`src/rtl/pipeline_pkg.sv`:
```
// Shared types and helpers for the elastic pipeline slice.
package pipeline_pkg;

  localparam int XFER_W = 8;

  // One handshake beat as seen on either side of the pipeline.
  typedef struct packed {
    logic              valid;
    logic [XFER_W-1:0] data;
  } xfer_t;

  function automatic int occ_width(input int stages);
    return $clog2(stages + 1);
  endfunction

endpackage

```
`src/rtl/pipe_stage.sv`:
```
// One elastic stage: valid bit plus payload register with load/advance control.
module pipe_stage #(
  parameter int WIDTH = 8
) (
  input  logic             clk_in,
  input  logic             rst_n_in,
  input  logic             flush,
  input  logic             load,
  input  logic             adv,
  input  logic [WIDTH-1:0] d_nxt,
  output logic             vld,
  output logic [WIDTH-1:0] data
);

  // Load wins over advance so a stage refilled in the same cycle stays valid.
  always_ff @(posedge clk_in or negedge rst_n_in) begin
    if (!rst_n_in) begin
      vld  <= 1'b0;
      data <= '0;
    end else begin
      if (flush)     vld <= 1'b0;
      else if (load) vld <= 1'b1;
      else if (adv)  vld <= 1'b0;
      if (load) data <= d_nxt;
    end
  end

endmodule

```
`src/rtl/elastic_pipeline.sv`:
```
// Elastic valid/ready pipeline with bubble collapsing, flush and occupancy count.
module elastic_pipeline
  import pipeline_pkg::*;
#(
  parameter int STAGES = 3,
  parameter int WIDTH  = 8,
  parameter int CW     = occ_width(STAGES)
) (
  input  logic             clk_in,
  input  logic             rst_n_in,
  input  logic             flush_in,
  input  logic             in_valid_in,
  input  logic [WIDTH-1:0] in_data_in,
  output logic             in_ready_out,
  output logic             out_valid_out,
  output logic [WIDTH-1:0] out_data_out,
  input  logic             out_ready_in,
  output logic [CW-1:0]    occupancy_out
);

  logic [STAGES-1:0] vld;
  logic [STAGES-1:0] adv;
  logic [STAGES-1:0] rdy;
  logic [WIDTH-1:0]  data [STAGES];
  logic              in_xfer;
  logic              out_xfer;
  logic [CW-1:0]     occ_q;

  // Ready ripples back from the output so a full pipe can drain and refill in one cycle.
  always_comb begin
    adv = '0;
    rdy = '0;
    adv[STAGES-1] = vld[STAGES-1] & out_ready_in;
    rdy[STAGES-1] = ~vld[STAGES-1] | adv[STAGES-1];
    for (int i = STAGES - 2; i >= 0; i--) begin
      adv[i] = vld[i] & rdy[i+1];
      rdy[i] = ~vld[i] | adv[i];
    end
  end

  assign in_ready_out = rdy[0] & ~flush_in;
  assign in_xfer      = in_valid_in & in_ready_out;
  assign out_xfer     = vld[STAGES-1] & out_ready_in;

  for (genvar i = 0; i < STAGES; i++) begin : g_stage
    logic             load;
    logic [WIDTH-1:0] src;
    if (i == 0) begin : g_head
      assign load = in_xfer;
      assign src  = in_data_in;
    end else begin : g_body
      assign load = adv[i-1];
      assign src  = data[i-1];
    end
    pipe_stage #(.WIDTH(WIDTH)) u_stage (
      .clk_in   (clk_in),
      .rst_n_in (rst_n_in),
      .flush    (flush_in),
      .load     (load),
      .adv      (adv[i]),
      .d_nxt    (src),
      .vld      (vld[i]),
      .data     (data[i])
    );
  end

  always_ff @(posedge clk_in or negedge rst_n_in) begin
    if (!rst_n_in)                occ_q <= '0;
    else if (flush_in)            occ_q <= '0;
    else if (in_xfer && !out_xfer) occ_q <= occ_q + CW'(1);
    else if (!in_xfer && out_xfer) occ_q <= occ_q - CW'(1);
  end

  assign out_valid_out = vld[STAGES-1];
  assign out_data_out  = data[STAGES-1];
  assign occupancy_out = occ_q;

endmodule

```
`config.mk`:
```
export PLATFORM = sky130hd
export DESIGN_NAME = elastic_pipeline
export DESIGN_NICKNAME = d
export VERILOG_FILES = /design/src/rtl/pipeline_pkg.sv /design/src/rtl/pipe_stage.sv /design/src/rtl/elastic_pipeline.sv
export SDC_FILE = /design/constraint.sdc
export NUM_CORES = 1
export LEC_CHECK = 0
export ABC_AREA = 1
export BUFFER_PORTS_ARGS = -buffer_cell sky130_fd_sc_hd__buf_4
export CAP_MARGIN = 10
export CORE_MARGIN = 2
export CORE_UTILIZATION = 50
export CTS_BUF_LIST = sky130_fd_sc_hd__clkbuf_4 sky130_fd_sc_hd__clkbuf_8
export DETAILED_ROUTE_END_ITERATION = 12
export PLACE_DENSITY = 0.77
export SLEW_MARGIN = 20
export SYNTH_ARGS = -nofsm -noshare
export SYNTH_HDL_FRONTEND = slang
export SYNTH_SLANG_ARGS = --single-unit
```
`constraint.sdc`:
```
create_clock -name clk_in -period 1.04 [get_ports clk_in]
set_input_delay 0.208 -clock clk_in [delete_from_list [all_inputs] [get_ports clk_in]]
set_output_delay 0.208 -clock clk_in [all_outputs]
set_load 0.005 [all_outputs]
```
==> run summary <==
final cell count without fillers = 194
DRC violation count after routing = 0
Clock Tree Root = sky130_fd_sc_hd__clkbuf_4
synthesized area per cell = 10.6 sq um
number of cells in the design after placement = 175
fin crit share = 1.24
reg-to-reg endpoint = g_stage[2].u_stage.data[1]
initial standard-cell utilization of the core = 0.535
Pins Over Slew Limit = 0
most frequent cells in the layout = sky130_fd_sc_hd__dfrtp_1 (29), sky130_fd_sc_hd__buf_4 (28), sky130_fd_sc_hd__nand2_1 (26)
Netlist Area Pre-Place = 1210 sq um
vias in the first global route = 961
PnR Total Power = 3.00 mW
number of maximum-capacitance violations = 0
area of the multi-input gates = 503 sq um
utilization of the core after routing = 0.794
worst reg2reg path startpoint = g_stage[2].u_stage.vld
clock skew after layout = 0.0122 ns
area share of the largest cell type after synthesis = 0.602
antenna viol nets, final = 0
first-iteration detailed-routing DRC count = 11
Ys Warns = 0
clock tree from TritonCTS = done
DPL Wire Length = 1680 microns
FF+latch count, synth = 29
number of diodes = 0
leading area contributor after synthesis = sky130_fd_sc_hd__dfrtp_1
pin count of the biggest net entering global routing = 30
data arrival time of the critical path = 1.50 ns
class of the tightest hold or removal check = primary input to flop
critical path class = flop to flop
Die X = 53.1 microns
synthesized instance count = 114
FMAX = 775 MHz
wire length of the first global-routing pass = 4220 microns
slew at the pin closest to its max-slew limit = 0.357 ns
deepest clock path buffer count = 2
run status = finished with violations
combined flip-flop and latch cell area = 726 sq um
Initial DRT Pass Iterations = 4
number of buffers inserted during clock tree synthesis = 5
required time reported for the critical path endpoint = 1.25 ns
number of H-tree levels = 2
die span in y = 53.1 microns
final worst path period need = 1.29 ns
post-synthesis to final-layout area growth = 48.4%
Routability Congestion = 0.794
Boundary Pins = 25
RSZ-0062 raised after global routing = true
overall routed net length = 2680 microns
clk slew on worst S/H paths = 0.10 ns
antenna violations before repair = 0
Leak = 0.948 nW
share of final-layout standard cells stronger than drive strength 1 = 0.512
Max Fanout on Critical Path = 7
IO buf count = 24
number of cells traversed by the worst hold path = 3
biggest area contributors in the synthesized netlist = sky130_fd_sc_hd__dfrtp_1 (60%), sky130_fd_sc_hd__nand2_1 (11%), sky130_fd_sc_hd__mux2_2 (8.4%), sky130_fd_sc_hd__inv_1 (3.7%), sky130_fd_sc_hd__o21ai_2 (2.9%)
synth unique cells = 17
residual overflow from global routing = 0
startpoint of the most critical hold path = in_data_in[6]
filler instances = 159
Floorplan Core Area = 2250 sq um
Post-Place Setup Slack = -0.159 ns
synthesized net count = 127
Register-to-Register Setup Slack = -0.25 ns
cell row count = 17
failing checks = setup timing
Die Footprint = 2820 sq um
proportion of synthesized chip area in sequential cells = 0.602
average wire per cell in the routed design = 13.8 microns
most common cell after layout, fill and taps aside = sky130_fd_sc_hd__dfrtp_1
least setup slack across all paths after layout = -0.250 ns
worst relative slew slack = 0.762
hold violation total from the final report = 0
endpoint of the worst hold path = g_stage[0].u_stage.data[6]
number of setup violations in the final report = 40
type of element capturing the critical path = flop
Via Count = 951
total power divided by cell area = 1670 nW/um^2
net count reported at finish = 178
clock tree sinks = 29
insertion delay to the later sink of the worst-skew pair = 0.33 ns
GRT Resource Usage Total = 0.225
r2r worst-path depth = 5
maximum VDD drop = 1.32 mV
Vias/cell = 4.90
kind of start point of the critical path = flop
-- where the power goes --
group          internal (mW)  switching, mW
Sequential              1.34          0.142
Combinational          0.543          0.311
Clock                  0.283          0.380
Total                   2.16          0.832
-- flip-flops by register name, indices dropped and copies added, names as in the netlist --
name                  flops
g_stage.u_stage.data     24
g_stage.u_stage.vld       3
occupancy_out             2
-- worst max path at each step --
stage | endpoint | cells past startpoint | start
2_1_floorplan | g_stage[1].u_stage.data[3] | 3 | g_stage[2].u_stage.vld
3_3_place_gp | g_stage[2].u_stage.data[1] | 3 | g_stage[2].u_stage.vld
3_5_place_dp | occupancy_out[1] | 5 | g_stage[2].u_stage.vld
4_1_cts | in_ready_out | 4 | g_stage[1].u_stage.vld
5_1_grt | in_ready_out | 4 | g_stage[1].u_stage.vld
6_report | g_stage[2].u_stage.data[1] | 5 | g_stage[2].u_stage.vld
-- critical path, cell delays in order (launching register included) --
cell	delay, ns
sky130_fd_sc_hd__dfrtp_1	0.43
sky130_fd_sc_hd__buf_6	0.15
sky130_fd_sc_hd__buf_6	0.11
sky130_fd_sc_hd__nand2_4	0.09
sky130_fd_sc_hd__nand2_8	0.09
sky130_fd_sc_hd__mux2_4	0.30
-- logic make-up after synthesis --
group / after synthesis / synth area share
AOI/OAI and AO/OA: 15 / 0.0768
and+or+nand+nor: 45 / 0.171
buffers and inverters: 15 / 0.0591
DFF: 29 / 0.602
xor gates and xnor gates: 1 / 0.00726
muxes: 9 / 0.0840
-- cells in the mapped netlist, drive strengths merged --
cell / count
nand2: 38
dfrtp: 29
inv: 13
mux2: 9
o21ai: 9
a21oi: 5
nand3: 3
buf: 2
nand4: 2
nor2: 2
o31ai: 1
xor2: 1
-- cell type report --
class / instances / share of cell area
sequential: 29 / 0.405
inverter: 13 / 0.0287
clock buffer: 6 / 0.0252
clock inverter: 2 / 0.00559
multi-input combinational: 70 / 0.281
tap: 28 / 0.0196
timing repair buffer: 46 / 0.235
-- timing repair --
item,4_1_cts,5_1_grt
setup buffers,6,4
pin swaps,4,5
gates resized for setup,21,19
hold endpoints to repair,29,0
hold buffers,1,0
setup endpoints to repair,39,40
-- metrics by stage --
| stage | TNS, ns | hold slack, ns | area [sq um] |
|---|---|---|---|
| 6_report | -5.33 | 0.0751 | 1790 |
| 5_1_grt | -7.24 | 0.0703 | 1790 |
| 4_1_cts | -4.37 | 0.0686 | 1700 |
| 3_5_place_dp | -2.38 | 0.144 | 1500 |
| 3_3_place_gp | -1.46 | 0.141 | 1500 |
| 2_1_floorplan | -0.879 | -0.0876 | 1220 |
-- routing by layer --
layer | vias up | track usage | wire, microns
li1 | 467 | - | -
met1 | 452 | 0.242 | 1050
met2 | 21 | 0.392 | 1470
met3 | 11 | 0.0734 | 107
met4 | 0 | 0.115 | 56
met5 | - | 0 | 0
No activity file was read; power rests on OpenSTA's default activity.
